--- src/rtl/cache_fill_ctrl.sv ---
// Miss-side fill controller for a 4-way set-associative cache: picks a victim,
// fetches the line word over a valid/ready handshake, and writes it back.
module cache_fill_ctrl #(
    parameter int NUM_SETS = 64,
    parameter int IDX_W    = $clog2(NUM_SETS),
    parameter int TAG_W    = 32 - IDX_W
) (
    input  logic             clk,
    input  logic             rst_n,
    input  logic             miss_valid,
    output logic             miss_ready,
    input  logic [31:0]      miss_addr,
    input  logic             access_valid,
    input  logic [IDX_W-1:0] access_set,
    input  logic [1:0]       access_way,
    input  logic             flush,
    output logic             mem_req_valid,
    input  logic             mem_req_ready,
    output logic [31:0]      mem_req_addr,
    input  logic             mem_rsp_valid,
    input  logic [31:0]      mem_rsp_data,
    output logic [3:0]       way_we,
    output logic [IDX_W-1:0] wr_set,
    output logic [TAG_W-1:0] wr_tag,
    output logic [31:0]      wr_data,
    output logic             fill_done,
    output logic [1:0]       fill_way,
    output logic [3:0]       valid_q
);

    typedef enum logic [1:0] {IDLE, REQ, WAIT, WRITE} state_t;

    state_t           state;
    state_t           state_nxt;
    logic [31:0]      addr_r;
    logic [31:0]      data_r;
    logic [1:0]       victim_r;
    logic [3:0]       valid_r [NUM_SETS];
    logic [2:0]       plru_r  [NUM_SETS];
    logic [IDX_W-1:0] miss_set;
    logic [3:0]       miss_vbits;
    logic [2:0]       miss_plru;
    logic [1:0]       victim;
    logic             capture;
    logic             write;

    // Tree PLRU touch: bit 0 is the root, bit 1 covers ways 0/1, bit 2 covers ways 2/3.
    function automatic logic [2:0] plru_touch(input logic [2:0] bits, input logic [1:0] way);
        logic [2:0] res;
        res = bits;
        if (!way[1]) begin
            res[0] = 1'b1;
            res[1] = ~way[0];
        end else begin
            res[0] = 1'b0;
            res[2] = ~way[0];
        end
        return res;
    endfunction

    assign miss_set   = miss_addr[IDX_W-1:0];
    assign miss_vbits = valid_r[miss_set];
    assign miss_plru  = plru_r[miss_set];

    always_comb begin
        victim = 2'd0;
        if (!miss_vbits[0])      victim = 2'd0;
        else if (!miss_vbits[1]) victim = 2'd1;
        else if (!miss_vbits[2]) victim = 2'd2;
        else if (!miss_vbits[3]) victim = 2'd3;
        else if (miss_plru[0])   victim = miss_plru[2] ? 2'd3 : 2'd2;
        else                     victim = miss_plru[1] ? 2'd1 : 2'd0;
    end

    always_ff @(posedge clk or negedge rst_n) begin
        if (!rst_n) state <= IDLE;
        else        state <= state_nxt;
    end

    always_comb begin
        state_nxt = state;
        capture   = 1'b0;
        case (state)
            IDLE: begin
                if (miss_valid) begin
                    state_nxt = REQ;
                    capture   = 1'b1;
                end
            end
            REQ:     if (mem_req_ready) state_nxt = WAIT;
            WAIT:    if (mem_rsp_valid) state_nxt = WRITE;
            WRITE:   state_nxt = IDLE;
            default: state_nxt = IDLE;
        endcase
    end

    assign write         = (state == WRITE);
    assign miss_ready    = (state == IDLE);
    assign mem_req_valid = (state == REQ);
    assign mem_req_addr  = addr_r;
    assign way_we        = write ? (4'b0001 << victim_r) : 4'b0000;
    assign wr_set        = addr_r[IDX_W-1:0];
    assign wr_tag        = addr_r[31:IDX_W];
    assign wr_data       = data_r;
    assign fill_done     = write;
    assign fill_way      = victim_r;
    assign valid_q       = valid_r[access_set];

    always_ff @(posedge clk or negedge rst_n) begin
        if (!rst_n) begin
            addr_r   <= '0;
            data_r   <= '0;
            victim_r <= '0;
        end else begin
            if (capture) begin
                addr_r   <= miss_addr;
                victim_r <= victim;
            end
            if (state == WAIT && mem_rsp_valid) data_r <= mem_rsp_data;
        end
    end

    // A hit to the set being filled is dropped so the fill touch decides that set.
    always_ff @(posedge clk or negedge rst_n) begin
        if (!rst_n) begin
            for (int s = 0; s < NUM_SETS; s++) begin
                valid_r[s] <= '0;
                plru_r[s]  <= '0;
            end
        end else begin
            if (access_valid && !(write && access_set == wr_set))
                plru_r[access_set] <= plru_touch(plru_r[access_set], access_way);
            if (write)
                plru_r[wr_set] <= plru_touch(plru_r[wr_set], victim_r);
            if (flush) begin
                for (int s = 0; s < NUM_SETS; s++) valid_r[s] <= '0;
            end else if (write) begin
                valid_r[wr_set][victim_r] <= 1'b1;
            end
        end
    end

endmodule
--- config.mk ---
export PLATFORM = sky130hd
export DESIGN_NAME = cache_fill_ctrl
export DESIGN_NICKNAME = d
export VERILOG_FILES = /design/src/rtl/cache_fill_ctrl.sv
export SDC_FILE = /design/constraint.sdc
export NUM_CORES = 1
export LEC_CHECK = 0
export CAP_MARGIN = 10
export CELL_PAD_IN_SITES_DETAIL_PLACEMENT = 1
export CELL_PAD_IN_SITES_GLOBAL_PLACEMENT = 2
export CORE_AREA = 4 4 319 321
export CTS_CLUSTER_SIZE = 30
export DETAILED_ROUTE_END_ITERATION = 10
export DIE_AREA = 0 0 323 325
export GPL_ROUTABILITY_DRIVEN = 1
export PLACE_DENSITY_LB_ADDON = 0.1
export RECOVER_POWER = 50
export SYNTH_ARGS = -nofsm -noshare
export SYNTH_HDL_FRONTEND = slang
export SYNTH_SLANG_ARGS = --single-unit
--- constraint.sdc ---
create_clock -name clk -period 7.33 [get_ports clk]
set_input_delay 0.733 -clock clk [delete_from_list [all_inputs] [get_ports clk]]
set_output_delay 0.733 -clock clk [all_outputs]
set_load 0.01 [all_outputs]
==> run_results.csv, run 1 <==
group,metric,value,unit
outcome,status,"finished with violations",
outcome,failed_checks,"max-capacitance violations, max-slew violations",
hold_path,hold_path_class,"reg -> reg",
critical_path,critPathLaunch,"access_set[0]",
grt,grt_pass1_vias,28110,
floorplan,core.rowCount,116,
critical_path,crit_type,"in -> out",
yosys,syn_nets,3100,
pwr,power.density,353.7,nW/um^2
drt,via_count,26950,
clocking,h-tree-depth,3,
floorplan,initial_utilization,29.76,%
floorplan,fp.dieH,325,um
pwr,p_switching,4805,uW
clocking,cts_root_buffer,"clkbuf_16",
critical_path,rr_startpoint,"mem_req_addr[2]$_DFFE_PN0P_",
sta,min_period_over_period,72.52,%
sta,rsz0062_at_grt,"false",
clocking,clk_path_buf_depth,3,
sta,hold_violations,0,
floorplan,die_area,105000,sq um
clocking,cts_hold_buf,0,
critical_path,arrival,4.58,ns
drt,top_layer_used,"met4",
final_layout,final_nets,3130,
drt,routed_wl,144200,um
yosys,seq_area_frac_synth,43.70,%
pwr,p_clk_share,29.0,%
clocking,cts.sinks,516,
floorplan,io-pin-count,188,
pwr,seq_power_share,35.6,%
yosys,netlist_area,29550,sq um
clocking,clock_latency,0.65,ns
place,portBuffers,187,
critical_path,critPathRequiredTime,6.60,ns
clocking,cts_tree,"done",
job,cap_violations,5,
drt,wl_met2,67780,um
grt,grt_pass1_wl,208700,um
clocking,post_cts_resized,0,
yosys,syn_area_per_cell,9.794,sq um
drt,drcViolationCount,0,
yosys,synthDistinctLibCells,77,
drt,viasPerCell,6.125,
sta,period_needed,5.316,ns
yosys,synth_seq_cells,516,
drt,routedWlPerCell,32.79,um
final_layout,final_util,34.90,%
yosys,synthArstFlopShare,100.0,%
sta,finalSetupTns,0,ns
drt,dr_wl_met3,8960,um
sta,worstMarginPinSlew,4.717,ns
final_layout,fillCellCount,11090,
pwr,p_int,7451,uW
critical_path,setup.worst_path.end_class,"primary output",
yosys,synthCells,3017,
clocking,cts_setup_buffers,0,
clocking,numCtsBuffers,69,
floorplan,die_w,323,um
pwr,swShare,39.20,%
grt,grt.overflow.total,0,
sta,timing.slew.headroom,-214.5,%
hold_path,hold_start,"wr_data[22]$_DFFE_PN0P_",
drt,ant_nets,0,
grt,grt_max_degree,155,
sta,final_max_slew_viol_count,178,
final_layout,layout-drive-gt1-share,14.40,%
pwr,peakVddDrop,0.1751,mV
grt,antenna_found_initial,7,
final_layout,area_growth,17.25,%
yosys,yosys_warnings,0,
yosys,synth_ff_type,"dfrtp_1",
sta,setup_viol,0,
clocking,path_clk_slew,0.05,ns
pwr,p_comb_share,35.4,%
grt,grt.total_usage,27.05,%
yosys,synth_edf_count,0,
sta,fin_skew,0.02243,ns
drt,dr.pass1.iters,5,
drt,wirelength_met1,61970,um
critical_path,crit_fanout,42,
sta,fmax,188.1,MHz
pwr,p_leak,0.01350,uW
floorplan,core-area,99280,sq um
drt,drt-initial-drc-count,2643,
place,place_congestion,0.8931,
place,hpwl,95430,um
critical_path,crit_path_start_kind,"input port",
==> power by group through the flow <==
stage | registers [uW] | logic, uW | clock network [uW]
floorplan | 4030 | 2470 | 0
global placement | 4360 | 4240 | 0
detailed placement | 4380 | 4310 | 0
CTS | 4340 | 4330 | 3650
global route | 4420 | 4580 | 3760
finish | 4360 | 4340 | 3550
==> flip-flops by register name (all words and copies together) (netlist names) <==
| signal | cells |
|---|---|
| mem_req_addr | 32 |
| plru_r | 192 |
| state | 2 |
| valid_r | 256 |
| wr_data | 32 |
| fill_way | 2 |
==> critical path: stages <==
cell	delay, ns
buf_2	0.73
and3b_2	0.54
buf_4	0.44
a22o_1	0.32
a221oi_1	0.30
nand3_1	0.13
mux4_2	0.47
mux2_2	0.34
clkdlybuf4s50_1	0.50
==> cells in the mapped netlist (8+ instances only) <==
cell	instances	area [sq um]
a211oi_1	76	570.6
a21oi_1	338	1692
a221oi_1	26	227.7
a22oi_1	171	1284
a31oi_1	36	225.2
a41oi_1	41	359.1
and2_1	80	500.5
and3_1	17	106.4
and3b_1	9	78.83
buf_1	44	165.2
buf_2	43	215.2
buf_4	54	405.4
buf_6	9	101.4
clkbuf_1	150	563.0
dfrtp_1	516	12910
inv_1	18	67.56
mux2_2	94	1059
mux2i_1	99	991.0
mux4_2	121	2725
nand2_1	234	878.3
nand2b_1	10	62.56
nand3_1	25	125.1
nand3b_1	10	75.07
nand4_1	37	231.5
nor2_1	428	1607
nor2b_1	24	150.1
nor3_1	17	85.08
o211ai_1	8	60.06
o21ai_0	66	330.3
o21ai_1	78	390.4
o22ai_1	13	81.33
==> worst paths after layout <==
path | endpoint | slack (ns) | depth (start not counted)
min in group asynchronous | plru_r[42]$_DFF_PN0_ | 1.79 | 1
min | wr_data[22]$_DFFE_PN0P_ | 0.50 | 1
max in group asynchronous | valid_r[236]$_DFFE_PN0P_ | 2.15 | 2
max | valid_q[3] | 2.01 | 9
max reg2reg | plru_r[148]$_DFF_PN0_ | 2.58 | 9
min reg2reg | wr_data[22]$_DFFE_PN0P_ | 0.50 | 1
==> metal layers <==
metal  vias up  global-route usage, %
li1      11200                      -
met1     14320                  36.86
met2      1162                  43.61
met3       263                  4.193
met4         0                  9.753
met5         -                      0
==> layout make-up <==
type / instances / area (sq um) / area share, %
antenna: 3 / 7.507 / 0.02167
clock buffer: 99 / 2041 / 5.890
clock inverter: 23 / 317.8 / 0.9173
inverter: 19 / 71.32 / 0.2059
multi-input combinational: 2180 / 15230 / 43.95
sequential: 516 / 12920 / 37.28
tap: 1298 / 1624 / 4.688
timing repair buffer: 261 / 2440 / 7.042
==> through the flow <==
stage	instances	area, sq um	hold WS [ns]	total power, uW	worst slack, ns
2_1_floorplan	3017	29550	0.4374	6496	3.826
3_3_place_gp	4274	32300	0.4897	8605	2.208
3_5_place_dp	4274	32300	0.4938	8691	2.117
4_1_cts	4396	34660	0.09235	12310	2.109
5_1_grt	4396	34640	0.5217	12750	1.180
6_report	4399	34650	0.5018	12260	2.014
==> layout by cell type, fill, tap and decap left out, drive strengths merged, types with 24 or more instances in the layout <==
cell             n
mux2i           99
a21oi          338
nor2b           24
nor2           428
nand3           25
mux4           121
dfrtp          516
o21ai          144
nand4           38
a22oi          171
a41oi           42
nand2          234
a211oi          76
a31oi           37
clkbuf         105
buf             78
a221oi          26
clkdlybuf4s50  177
mux2            94
and2            80
==> kinds of logic after synthesis <==
group                      count (synthesis)  synth area share [%]
and+or+nand+nor                          942                 14.64
AOI/OAI and AO/OA                        914                 19.97
DFF                                      516                 43.70
buffers and inverters                    321                 5.183
muxes                                    314                 16.16
xor gates and xnor gates                   6                0.1778
adders and majority gates                  4                0.1694
(Power assumes the default switching activity.)
==> run 2: changes to the inputs <==
- clock period: 7.33 -> 5 ns (I/O delays scaled with it)
==> run_results.csv, run 2 (same netlist as run 1, synthesis figures left out) <==
group,metric,value,unit
outcome,status,"finished with violations",
outcome,failed_checks,"max-capacitance violations, max-slew violations",
grt,antenna_found_initial,3,
critical_path,crit_path_start_kind,"input port",
hold_path,hold_path_class,"in -> reg",
grt,grt_pass1_vias,27920,
critical_path,arrival,3.74,ns
clocking,cts_tree,"done",
final_layout,multiInputGateArea,15200,sq um
clocking,h-tree-depth,3,
critical_path,crit_type,"in -> out",
final_layout,fillCellCount,11130,
critical_path,path_cells,"buf_2, and3b_2, buf_4, a22oi_1, nand4_1, mux4_2, mux2_2, clkdlybuf4s50_1",
pwr,total_power,17770,uW
grt,grt.overflow.total,0,
place,portBuffers,187,
final_layout,layout-drive-gt1-share,15.61,%
floorplan,io-pin-count,188,
clocking,cts_root_buffer,"clkbuf_16",
final_layout,regMostFlops,"valid_r",
grt,grt_pass1_wl,207500,um
floorplan,core-area,99280,sq um
pwr,p_leak,0.01373,uW
floorplan,fp.dieH,325,um
pwr,power.density,508.8,nW/um^2
sta,setup_viol,0,
pwr,peakVddDrop,0.5096,mV
drt,dr.pass1.iters,6,
clocking,cts.sinks,516,
critical_path,slowest_delay,0.66,ns
final_layout,area_growth,18.20,%
final_layout,seq_area,12920,sq um
sta,fmax,236.0,MHz
place,hpwl,97330,um
final_layout,antenna_cells,0,
floorplan,die_area,105000,sq um
drt,drt-initial-drc-count,2385,
drt,ant_nets,0,
sta,rsz0062_at_grt,"false",
final_layout,mostFrequentLayoutCell,"dfrtp_1",
floorplan,core.rowCount,116,
final_layout,final_cell_mix,"dfrtp_1 (512), nor2_1 (428), a21oi_1 (338)",
final_layout,largest_reg_flops,256,
critical_path,critPathRequiredTime,4.50,ns
critical_path,crit_slowest_cell,"and3b_2",
sta,fin_skew,0.02418,ns
floorplan,die_w,323,um
critical_path,crit_fanout,29,
sta,timing.slew.headroom,-41.83,%
place,place_congestion,0.8862,
critical_path,setup.worst_path.end_class,"primary output",
sta,worstMarginPinSlew,2.127,ns
clocking,clk_path_buf_depth,3,
drt,viasPerCell,6.076,
clocking,clock_latency,0.65,ns
critical_path,path_buf_inv,3,
drt,routed_wl,143800,um
sta,period_needed,4.237,ns
clocking,numCtsBuffers,67,
final_layout,final_nets,3176,
drt,via_count,27000,
sta,finalSetupTns,0,ns
grt,grt.total_usage,26.94,%
floorplan,initial_utilization,29.76,%
sta,hold_violations,0,
drt,routedWlPerCell,32.37,um
drt,drcViolationCount,0,
sta,final_max_slew_viol_count,475,
grt,grt_max_degree,120,
sta,min_period_over_period,84.75,%
clocking,path_clk_slew,0.05,ns
critical_path,critical-path-top-delay-family,"buffers and inverters",
job,cap_violations,6,
final_layout,largest_registers,"valid_r: 256 flops, plru_r: 192 flops",
clocking,post_cts_resized,0,
[run 2: changes by cell type in the layout (fill, tap and decap cells not counted), moves of 3 or more]
cell,delta
diode_2,-3
clkbuf_4,+3
clkdlybuf4s50_1,-19
clkinv_2,+3
buf_4,+41
bufinv_16,-3
dlygate4sd3_1,+20
buf_12,+5
[run 2: final timing paths]
| kind | from | end | slack, ns | depth (start not counted) |
|---|---|---|---|---|
| min in group asynchronous | rst_n | plru_r[142]$_DFF_PN0_ | 1.04 | 2 |
| max reg2reg | mem_req_addr[1]$_DFFE_PN0P_ | plru_r[67]$_DFF_PN0_ | 0.95 | 10 |
| min | flush | valid_r[124]$_DFFE_PN0P_ | 0.44 | 2 |
| max in group asynchronous | rst_n | fill_way[1]$_DFFE_PN0P_ | 1.11 | 3 |
| min reg2reg | wr_data[10]$_DFFE_PN0P_ | wr_data[10]$_DFFE_PN0P_ | 0.50 | 1 |
| max | access_set[2] | valid_q[3] | 0.76 | 8 |
[run 2: repair_timing]
| item | CTS | global route |
|---|---|---|
| buffers inserted | 0 | 0 |
| hold buffers | 1 | 0 |
| hold endpoints to repair | 72 | 0 |
| setup endpoints to repair | 0 | 0 |
[run 2: area by class of cell]
class / instances / share of cell area [%]
Inverter: 19 / 0.2042
Sequential cell: 516 / 36.98
Clock inverter: 23 / 0.7344
Timing Repair Buffer: 309 / 8.225
Clock buffer: 99 / 5.692
Multi-Input combinational cell: 2180 / 43.51
Tap cell: 1298 / 4.650
[run 2: report_power, final]
group          internal (uW)  switching (uW)
Sequential              5160            1280
Combinational           2700            3650
Clock                   2890            2080
Total                  10800            7020
[run 2: per-layer routing]
metal | vias up | track usage [%] | wire (um)
met1 | 14290 | 36.28 | 61450
li1 | 11290 | - | -
met2 | 1111 | 42.68 | 66410
met3 | 308 | 4.399 | 8606
met4 | 0 | 11.98 | 7372
met5 | - | 0 | 0
[run 2: through the flow]
step | utilization [%] | setup WS, ns | hold WS, ns | cells | instance area [sq um]
floorplan | - | 1.962 | 0.2044 | 3017 | 29550
global placement | 32.97 | 0.7150 | 0.4877 | 4321 | 32730
detailed placement | 32.97 | 0.5360 | 0.4923 | 4321 | 32730
CTS | 35.24 | 0.8276 | 0.4290 | 4444 | 34980
global route | 35.18 | 0.4514 | 0.4551 | 4444 | 34930
finish | 35.18 | 0.7626 | 0.4410 | 4444 | 34930
==> run 3: changes to the inputs <==
- clock period: 5 -> 3.75 ns (I/O delays scaled with it)
==> run_results.csv, run 3 (same netlist as run 1, synthesis figures left out) <==
group,metric,value,unit
outcome,status,"finished with violations",
outcome,failed_checks,"max-capacitance violations, max-slew violations",
clocking,clk_path_buf_depth,3,
pwr,peakVddDrop,0.5996,mV
critical_path,crit_type,"in -> out",
critical_path,critPathRequiredTime,3.38,ns
final_layout,fillCellCount,11080,
floorplan,core.rowCount,116,
sta,fin_skew,0.02811,ns
grt,grt_pass1_vias,28860,
floorplan,die_area,105000,sq um
place,place_congestion,0.9359,
sta,finalSetupTns,0,ns
sta,rsz0062_at_grt,"false",
critical_path,arrival,3.20,ns
drt,ant_nets,0,
clocking,numCtsBuffers,66,
pwr,total_power,24350,uW
place,dpl.cell_count,4430,
clocking,cts_setup_buffers,0,
final_layout,regMostFlops,"valid_r",
grt,grt.overflow.total,0,
clocking,cts_root_buffer,"clkbuf_16",
clocking,path_clk_slew,0.06,ns
grt,antenna_found_initial,6,
final_layout,area_growth,22.00,%
sta,timing.slew.headroom,-69.37,%
final_layout,layout-drive-gt1-share,18.44,%
grt,grt_pass1_wl,212500,um
clocking,h-tree-depth,3,
final_layout,final_cell_mix,"dfrtp_1 (512), nor2_1 (428), a21oi_1 (338)",
grt,grt.total_usage,27.55,%
pwr,power.density,675.4,nW/um^2
clocking,cts_tree,"done",
sta,fmax,279.5,MHz
sta,min_period_over_period,95.40,%
critical_path,regToRegSetupSlack,0.37,ns
final_layout,final_nets,3284,
floorplan,initial_utilization,29.76,%
place,portBuffers,187,
drt,drt-initial-drc-count,2449,
sta,worstMarginPinSlew,2.541,ns
drt,routed_wl,146600,um
drt,viasPerCell,6.055,
clocking,cts.sinks,516,
pwr,p_leak,0.01435,uW
job,cap_violations,2,
sta,setup_viol,0,
drt,dr.pass1.iters,5,
critical_path,crit_path_start_kind,"input port",
final_layout,largest_reg_flops,256,
grt,grt_max_degree,94,
sta,setup_ws,0.1724,ns
floorplan,io-pin-count,188,
critical_path,crit_fanout,12,
floorplan,core-area,99280,sq um
final_layout,largest_registers,"valid_r: 256 flops, plru_r: 192 flops",
final_layout,final_util,36.31,%
hold_path,hold_path_class,"in -> reg",
sta,final_max_slew_viol_count,109,
clocking,clock_latency,0.65,ns
final_layout,stdcell_count,4554,
place,dp_slack,0.2040,ns
hold_path,min_path_cells,2,
drt,via_count,27580,
drt,drcViolationCount,0,
floorplan,fp.dieH,325,um
drt,routedWlPerCell,32.19,um
critical_path,rr_worst_depth,9,
final_layout,mostFrequentLayoutCell,"dfrtp_1",
floorplan,die_w,323,um
sta,hold_violations,0,
critical_path,setup.worst_path.end_class,"primary output",
sta,period_needed,3.578,ns
place,hpwl,102600,um
-- run 3: final cells by class --
class                   count  area (sq um)  share of cell area, %
repair buffers            418          3915                  10.86
multi-input cells        2180         15200                  42.16
flip-flops and latches    516         12920                  35.83
clock buffers              91          1916                  5.314
inverters                  19         71.32                 0.1978
diodes                      3         7.507                0.02083
clock inverters            29         397.9                  1.104
well taps                1298          1624                  4.505
-- run 3: what timing repair did --
item,CTS,global route
resized for setup,0,1
hold endpoints to repair,70,0
endpoints found under the setup margin,0,1
hold buffers,1,0
-- run 3: metrics by stage --
| stage | hold WS (ns) | instance area (sq um) |
|---|---|---|
| 6_report | 0.2548 | 36050 |
| 5_1_grt | 0.2781 | 36040 |
| 4_1_cts | 0.2537 | 36080 |
| 3_5_place_dp | 0.4652 | 33760 |
| 3_3_place_gp | 0.4682 | 33760 |
| 2_1_floorplan | 0.07941 | 29550 |
-- run 3: path summary, 6_finish.rpt --
path / startpoint / endpoint
worst max-delay path: access_set[2] / valid_q[3]
worst min-delay path: flush / valid_r[236]$_DFFE_PN0P_
worst max register to register: mem_req_addr[1]$_DFFE_PN0P_ / plru_r[68]$_DFF_PN0_
worst min register to register: wr_data[26]$_DFFE_PN0P_ / wr_data[26]$_DFFE_PN0P_
max in group asynchronous: rst_n / wr_data[30]$_DFFE_PN0P_
min in group asynchronous: rst_n / plru_r[29]$_DFF_PN0_
-- run 3: per-layer routing --
layer | vias to the layer above | track usage, % | share of wire [%]
met4 | 0 | 10.40 | 4.1
li1 | 11500 | - | -
met1 | 14550 | 37.66 | 43
met2 | 1241 | 43.92 | 46
met5 | - | 0 | 0
met3 | 283 | 4.448 | 6.7
-- run 3: critical path: stages --
cell and delay [ns]:
buf_2 0.25, and3b_2 0.44, buf_4 0.26, a22oi_1 0.15, nand4_1 0.28, mux4_2 0.56
mux2_2 0.35, clkdlybuf4s50_1 0.50
-- run 3: power by group --
part | internal [uW] | switching, uW
clock network | 4030 | 2790
registers | 6880 | 1640
logic | 3900 | 5110
total | 14800 | 9530
